===== src/rtl/seg_pkg.sv =====
// seg_pkg: shared constants for the multiplexed seven-segment scanner.
//   NDIG      - number of scanned digits
//   SEG_BLANK - active-low "all off" pattern for seg_en / seg_out
//   SEG_TABLE - active-low {dp,g,f,e,d,c,b,a} codes for hex nibbles 0-F (dp bit off)
package seg_pkg;

  localparam int unsigned NDIG = 8;

  localparam logic [7:0] SEG_BLANK = 8'hFF;

  // Entry i is the code for nibble i (listed high index first).
  localparam logic [15:0][7:0] SEG_TABLE = {
    8'h8E, 8'h86, 8'hA1, 8'hC6, 8'h83, 8'h88, 8'h90, 8'h80,
    8'hF8, 8'h82, 8'h92, 8'h99, 8'hB0, 8'hA4, 8'hF9, 8'hC0
  };

endpackage


===== src/rtl/seg_decode.sv =====
// seg_decode: combinational hex-to-seven-segment decoder, active-low outputs.
//   nibble - 4-bit hex value
//   dp     - decimal point request, 1 = lit
//   seg    - {dp,g,f,e,d,c,b,a}, active-low
module seg_decode
  import seg_pkg::*;
(
  input  logic [3:0] nibble,
  input  logic       dp,
  output logic [7:0] seg
);

  logic [7:0] code;

  always_comb begin
    code = SEG_TABLE[nibble];
    seg  = {~dp, code[6:0]};
  end

endmodule


===== src/rtl/seg_scan.sv =====
// seg_scan: time-multiplexed driver for an 8-digit seven-segment display.
//   clk      - system clock
//   rst      - asynchronous reset, active-low
//   hz       - scan-rate square wave, synchronous to clk; each rising edge advances one digit
//   data     - eight hex nibbles, nibble i belongs to digit i
//   dp       - decimal point request per digit, 1 = lit
//   dig_mask - digit enable per digit, 1 = digit may light
//   seg_en   - registered digit select, active-low, at most one bit low
//   seg_out  - registered segments {dp,g,f,e,d,c,b,a}, active-low
// Inputs are sampled into shadow registers once per frame (at the 7 -> 0 wrap) so a
// mid-frame change never shows a mix of old and new values.
module seg_scan
  import seg_pkg::*;
#(
  parameter int unsigned NDIG     = 8,
  parameter int unsigned BLANK_LZ = 1
) (
  input  logic        clk,
  input  logic        rst,
  input  logic        hz,
  input  logic [31:0] data,
  input  logic [7:0]  dp,
  input  logic [7:0]  dig_mask,
  output logic [7:0]  seg_en,
  output logic [7:0]  seg_out
);

  localparam int unsigned IdxW = $clog2(NDIG);
  localparam logic [IdxW-1:0] IdxLast = IdxW'(NDIG - 1);

  logic            hz_q, hz_q2;
  logic            tick;
  logic [IdxW-1:0] idx, idx_d;
  logic            frame_end;

  logic [31:0]     data_sh;
  logic [7:0]      dp_sh, mask_sh;

  logic [3:0]      cur_nib;
  logic            cur_dp;
  logic            tail_zero;
  logic            blank;
  logic [7:0]      dec_seg;
  logic [7:0]      seg_en_d, seg_out_d;

  assign tick      = hz_q & ~hz_q2;
  assign frame_end = tick && (idx == IdxLast);

  always_comb begin
    idx_d = idx;
    if (tick) begin
      idx_d = (idx == IdxLast) ? '0 : idx + 1'b1;
    end
  end

  always_comb begin
    cur_nib   = data_sh[{idx, 2'b00} +: 4];
    cur_dp    = dp_sh[idx];
    // Nibbles idx..7 are all zero exactly when the shifted-down word is zero.
    tail_zero = (data_sh >> {idx, 2'b00}) == 32'd0;
    blank     = ~mask_sh[idx];
    if ((BLANK_LZ != 0) && (idx != '0) && tail_zero) begin
      blank = 1'b1;
    end
    seg_en_d  = SEG_BLANK;
    seg_out_d = SEG_BLANK;
    if (!blank) begin
      seg_en_d  = ~(8'd1 << idx);
      seg_out_d = dec_seg;
    end
  end

  seg_decode u_decode (
    .nibble (cur_nib),
    .dp     (cur_dp),
    .seg    (dec_seg)
  );

  always_ff @(posedge clk or negedge rst) begin
    if (!rst) begin
      hz_q    <= 1'b0;
      hz_q2   <= 1'b0;
      idx     <= '0;
      data_sh <= '0;
      dp_sh   <= '0;
      mask_sh <= '0;
      seg_en  <= SEG_BLANK;
      seg_out <= SEG_BLANK;
    end else begin
      hz_q    <= hz;
      hz_q2   <= hz_q;
      idx     <= idx_d;
      if (frame_end) begin
        data_sh <= data;
        dp_sh   <= dp;
        mask_sh <= dig_mask;
      end
      seg_en  <= seg_en_d;
      seg_out <= seg_out_d;
    end
  end

endmodule


===== config.mk =====
export PLATFORM = sky130hd
export DESIGN_NAME = seg_scan
export DESIGN_NICKNAME = d
export VERILOG_FILES = /design/src/rtl/seg_pkg.sv /design/src/rtl/seg_decode.sv /design/src/rtl/seg_scan.sv
export SDC_FILE = /design/constraint.sdc
export NUM_CORES = 1
export LEC_CHECK = 0
export CAP_MARGIN = 20
export CORE_AREA = 2 2 86 88
export DETAILED_ROUTE_END_ITERATION = 12
export DIE_AREA = 0 0 88 90
export GPL_TIMING_DRIVEN = 0
export PLACE_DENSITY = 0.76
export SLEW_MARGIN = 15
export SYNTH_ARGS = -nofsm -noshare
export SYNTH_HDL_FRONTEND = slang
export SYNTH_SLANG_ARGS = --single-unit

===== constraint.sdc =====
create_clock -name clk -period 3.5 [get_ports clk]
set_input_delay 0.525 -clock clk [delete_from_list [all_inputs] [get_ports clk]]
set_output_delay 0.525 -clock clk [all_outputs]
set_load 0.005 [all_outputs]

* Word level (Yosys, flattened, before mapping)
Memory sizes are Yosys's and may differ from the RTL's.
Index checks and enable logic that the tools add are counted.
** Word-level totals
- Register bits after elaboration :: 69
- Memory bits (read-only) :: 128
- Input bits :: 51
- Output and inout port bits :: 16
- Word-level logic and storage cells :: 34
- Memories kept :: 1
** Memories
- (no name shown) :: words 16, bits a word 8, read ports 1, clocked after Yosys merged registers in 0, wr ports 0, line seg_decode.sv:16 : code = SEG_TABLE[nibble];
** Cells by class
- Add/subtract/negate cells :: 1
- Magnitude comparators :: 2
- Equal/unequal tests :: 1
- Shift operators :: 3
- Mux-type cells :: 9
- Bitwise operators :: 5
- Reduce and logical (&&, ||, !) cells :: 4
** Operators by type and width (number)
- zero test 32 bit :: 1
- indexed part select 32 x 6 -> 4 bit :: 1
- right shift 32 x 5 -> 32 bit :: 1
- two-way mux 8 bit :: 2
- inverter 8 bit :: 1
- << shifter 1 x 3 -> 8 bit, first input constant :: 1
- two-way mux 7 bit :: 1
- binary-select mux 1 bit (select 3 bit) :: 2
- less-than comparator 4 x 5 -> 1 bit, second input constant :: 1
- less-than comparator 3 x 4 -> 1 bit, second input constant :: 1
- adder 3 x 1 -> 3 bit, second input constant :: 1
- == test 3 bit, second input constant :: 1
- two-way mux 1 bit :: 3
- two-way mux 3 bit :: 1
- inverter 1 bit :: 3
- nonzero test 3 bit :: 1
- logical AND 1 bit :: 2
- bitwise AND 1 bit :: 1

* Depth between registers and ports, before layout
- Depth after elaboration :: 5
- Depth in mapped cells :: 11
- Mapped depth without buffers :: 8

* Hierarchy
From an unflattened synthesis, not the netlist that was laid out.
** Unflattened totals
- Cell total of the unflattened synthesis :: 281
- Area total of the unflattened synthesis :: 3562.2 um2
** Modules (own cells, without submodules)
- seg_scan :: instances 1, cells an instance 248, area each 3283.1 um2, seq. area each 1746.7 um2
- seg_decode :: instances 1, cells an instance 33, area each 279.0 um2, seq. area each 0.0 um2

* Worst setup path after synthesis
Ideal clock, no wire load.
- Path type :: reg2reg
- From :: reg idx[0]
- To :: reg seg_en[2]
- Setup time :: 0.075 ns
- Data arrival time :: 2.753 ns
- Data required time :: 3.425 ns
- Setup slack :: 0.672 ns
- Stages on the path, launching flop included :: 11
- Path buffers :: 3
- Period minus slack after synthesis :: 2.828 ns
- Cell sequence :: dfrtp_1 -> buf_6 -> buf_4 -> mux4_2 -> mux2i_1 -> ha_1 -> o21ai_0 -> a211oi_1 -> a32oi_2 -> buf_6 -> o211ai_2
** Between the ends
- Cells in the longest elaborated chain, start to end :: 5
** Ends and longest elaborated chain
- from (decl) :: line seg_scan.sv:33 : logic [IdxW-1:0] idx, idx_d;
- from (signal assigned) :: line seg_scan.sv:92 : idx <= idx_d;
- right shift 32 x 5 -> 32 bit / binary-select mux 1 bit (select 3 bit) (equally long branches) :: line seg_scan.sv:60, seg_scan.sv:61
- zero test 32 bit / two-way mux 1 bit (equally long branches) :: line seg_scan.sv:60, seg_scan.sv:61
- logical AND 1 bit / inverter 1 bit (equally long branches) :: line seg_scan.sv:62, seg_scan.sv:61
- two-way mux 1 bit :: line seg_scan.sv:62 : if ((BLANK_LZ != 0) && (idx != '0) && tail_zero) begin
- two-way mux 8 bit * :: line seg_scan.sv:67 : if (!blank) begin
- via seg_en_d[2] :: line seg_scan.sv:44 : logic [7:0] seg_en_d, seg_out_d;
- to (signal assigned) :: line seg_scan.sv:98 : seg_en <= seg_en_d;
- to (decl) :: line seg_scan.sv:24 : output logic [7:0] seg_en,
Mark *: on every way through the listed nets, which the timed path passes. The rest lies on a longest branch. The select of a mux whose other input is x is not followed.
A chain may end at the register's enable or synchronous reset.

* Final worst setup path
- From :: reg idx[1]
- To :: reg seg_out[0]
** Between the ends
- Cells in the longest elaborated chain, start to end :: 5
** Ends and longest elaborated chain
- parallel branches: the longest is 4 deep, another holds memory read (16 x 8 bit)
- two-way mux 8 bit * :: line seg_scan.sv:67
- via seg_out_d[0] :: line seg_scan.sv:44
- to (signal assigned) :: line seg_scan.sv:99 : seg_out <= seg_out_d;
- to (decl) :: line seg_scan.sv:25 : output logic [7:0] seg_out
Mark *: on every way through the listed nets, which the timed path passes. The select of a mux whose other input is x is not followed.

==> results.ini <==
[status]
outcome=finished, final reports clean

[sta]
clock.fmax_mhz=313.9
final.min_clock_period_ns=3.185
grt_setup_unrepaired=false
clock_skew_ns=0.005235
post_route_fraction_of_the_period_consumed_by_the_critical_path_pct=91.01
timing.slew.headroom_pct=60.77
worst_hold_margin_ns=0.02903
final-hold-violation-count=0
timing.final.setup_violations=0
finalMaxSlewViolations=0
tightestPinTransition_ns=0.5885
setup_tns_final_ns=0

[synthesis]
warning_count_from_the_yosys_run=0
yosys_register_bits=69
post_synth.cell_area_avg_um2=13.66
post_synth_instance_area_mm2=0.003511
synth.area.top_cells=sky130_fd_sc_hd__dfrtp_1 (38%), sky130_fd_sc_hd__mux2_2 (17%), sky130_fd_sc_hd__dfstp_2 (12%)
post_synth_inst_count=257
yosysSeqAreaShare_pct=49.75
mappedNetlistNets=320
synth_cell_types=43
netlist.area_leader.share_pct=37.78
synth_area_leader_cell=sky130_fd_sc_hd__dfrtp_1

[clocking]
clock-root-buffer=sky130_fd_sc_hd__clkbuf_8
insertion_delay_ns=0.35
cts.sinks=69
post_cts.resized_instances=0
cts_buffer_depth=2
post-cts-setup-buffer-count=0
num_cts_buffers=9
cts_tree=yes
cts.htree.levels=3
cts-hold-fix-buffers=0
clkTransAtPathRegs_ns=0.07

[cells_and_area]
area_growth_pct=28.76
antenna_cells_inserted=0
design.final.nets=398
commonest_cells_after_routing_fill_and_taps_aside=sky130_fd_sc_hd__clkdlybuf4s50_1 (65), sky130_fd_sc_hd__dfrtp_1 (53), sky130_fd_sc_hd__mux2_2 (52)
design_area_final_mm2=0.004521
instances_no_fill=439
final_layout_size_suffix_gt1_share_pct=36.47
mostFrequentLayoutCell=sky130_fd_sc_hd__clkdlybuf4s50_1
num-fill-cells=552

[setup_path]
crit-reg2reg-capture=seg_out[0]
crit-reg2reg-launch=idx[1]
peak_per_stage_delay_on_the_critical_path_ns=0.39
worstPathRequired_ns=3.76
cp.depth=11
cp-startpoint=idx[1]
worstSetupStartpointType=register
crit_arrival_ns=3.44
timing.setup.critical_path_class=reg -> reg
cp.buffers_inverters=4
cp-endpoint=seg_out[0]
cp_slowest_cell=sky130_fd_sc_hd__dfrtp_1
cell_family_with_most_cp_delay=buffers and inverters
worst_path_fanout_max=10
cell_breakdown_of_the_critical_path=buf_2, buf_2, buf_2, mux4_2, mux2i_2, ha_1, o21ai_0, a211oi_2, a32oi_2, buf_6, o32ai_2
r2r_cell_count=11
cp_common_cell=sky130_fd_sc_hd__buf_2
reg2reg_setup_slack_ns=0.31
cp-end-kind=register

[routing]
wirelength_met1_um=3163
routed_wirelength_um=7064
detail_route.first_pass.iterations=4
met2WireLength_um=3484
wire_per_inst_um=16.09
routed_via_count_divided_by_cell_count=5.380
maxUsedRoutingLayer=met4
drt_iter0_drcs=114
antenna_violating_nets_post_route=0
routed_wl_met3_um=274
drc_violations_left=0
vias=2362

[min_path]
worst_hold_path_type=in -> async

[global_route]
grt_start_max_net_pins=56
grt_overflow=0
grt_pass1_vias=2388
grt_pass1_wl_um=11790
antenna_found_initial=0
track_usage_pct=19.53

[floorplan]
design.portCount=67
die_outline_area_mm2=0.007920
row_count=31
initial_cell_density_of_the_core_pct=50.01
chipWidth_um=88
design.core.area_mm2=0.007020
die_h_um=90

[placement]
place_inst=423
dp_hpwl_um=5335
port_bufs=66
finalWeightedCongestion=0.8757
dpl_cell_area_mm2=0.004320

[pwr]
cellPowerDensity_mw_per_mm2=963.3
power_mw=4.355
power_leakage_nw=1.837
irDropWorstVdd_uv=514.9

[flow_run]
cap_violations=0

[registers in the layout, indices dropped and copies added, names as in the netlist]
name     cells
idx          3
seg_out      8
data_sh     32
mask_sh      8
seg_en       8
hz_q2        1
dp_sh        8
hz_q         1
[Yosys cell counts]
master and count:
sky130_fd_sc_hd__o211ai_2 2, sky130_fd_sc_hd__or3_4 1, sky130_fd_sc_hd__nor4_1 6, sky130_fd_sc_hd__ha_1 12, sky130_fd_sc_hd__clkbuf_1 3, sky130_fd_sc_hd__o21ai_0 7
sky130_fd_sc_hd__buf_1 2, sky130_fd_sc_hd__o221ai_1 1, sky130_fd_sc_hd__nand2b_1 2, sky130_fd_sc_hd__a211oi_1 2, sky130_fd_sc_hd__o22ai_1 1, sky130_fd_sc_hd__mux2_4 1
sky130_fd_sc_hd__nand4_1 1, sky130_fd_sc_hd__buf_6 2, sky130_fd_sc_hd__nand3_1 2, sky130_fd_sc_hd__nand3b_1 1, sky130_fd_sc_hd__a22oi_1 3, sky130_fd_sc_hd__o211ai_1 1
sky130_fd_sc_hd__buf_4 3, sky130_fd_sc_hd__nand2_1 16, sky130_fd_sc_hd__inv_6 1, sky130_fd_sc_hd__a31oi_1 1, sky130_fd_sc_hd__o32ai_2 1, sky130_fd_sc_hd__inv_1 7
sky130_fd_sc_hd__a21o_1 1, sky130_fd_sc_hd__o311ai_4 1, sky130_fd_sc_hd__mux2i_1 8, sky130_fd_sc_hd__a32oi_2 1, sky130_fd_sc_hd__o22a_1 1, sky130_fd_sc_hd__buf_2 4
sky130_fd_sc_hd__mux2_2 52, sky130_fd_sc_hd__mux4_2 12, sky130_fd_sc_hd__nor3_1 5, sky130_fd_sc_hd__o21a_1 1, sky130_fd_sc_hd__dfstp_2 16, sky130_fd_sc_hd__nor2_1 7
sky130_fd_sc_hd__mux2i_4 1, sky130_fd_sc_hd__a311o_1 1, sky130_fd_sc_hd__a2111oi_2 1, sky130_fd_sc_hd__o21ai_2 7, sky130_fd_sc_hd__o21ai_1 1, sky130_fd_sc_hd__dfrtp_1 53
sky130_fd_sc_hd__a21oi_1 5
[kinds of logic after synthesis]
kind of cell | after synthesis | share of synthesized area [%]
and+or+nand+nor | 41 | 5.595
DFF | 69 | 49.75
muxes | 74 | 27.73
adders and majority gates | 12 | 4.276
buffers and inverters | 22 | 3.386
AOI/OAI and AO/OA | 39 | 9.266
[report_power, final]
group / internal [mW] / switching (mW) / leakage (nW)
logic: 1.17 / 1.05 / 0.949
registers: 1.24 / 0.284 / 0.789
clock network: 0.334 / 0.279 / 0.0997
[final cells by class]
| cell class | count | area [um2] | area share, % |
|---|---|---|---|
| tap | 99 | 123.9 | 2.740 |
| sequential | 69 | 1747 | 38.64 |
| timing repair buffer | 67 | 685.7 | 15.17 |
| inverter | 8 | 35.03 | 0.7750 |
| buffer | 14 | 83.83 | 1.854 |
| multi-input combinational | 166 | 1654 | 36.59 |
| clock inverter | 1 | 5.005 | 0.1107 |
| clock buffer | 15 | 186.4 | 4.124 |
[worst register-to-register path: cells and delay by family, from the launching register on]
kind            cells  cell delay [ns]
flops               1             0.39
fa+ha+maj           1             0.26
buf+inv             4             1.04
mux                 2             0.69
compound gates      4             0.73
[through the flow]
stage,worst slack [ns],utilization (%)
2_1_floorplan,0.6723,-
3_3_place_gp,-0.2528,61.18
3_5_place_dp,0.1271,61.54
4_1_cts,0.1087,64.27
5_1_grt,0.07418,64.39
6_report,0.3147,64.39
[per-layer routing]
layer  GRT usage, %  vias to the layer above
met5              0                        -
met3          4.959                       15
met2          30.74                       62
li1               -                     1108
met1          26.11                     1177
met4          6.923                        0
[how the worst min path moves through the flow]
stage	from	to	depth (start not counted)
after global placement	hz_q	hz_q2	0
after CTS	rst	data_sh[5]	1
after floorplan	rst	data_sh[0]	0
after global routing	rst	data_sh[5]	1
final	rst	dp_sh[1]	1
after detailed placement	hz_q	hz_q2	0
(Power assumes the default switching activity.)
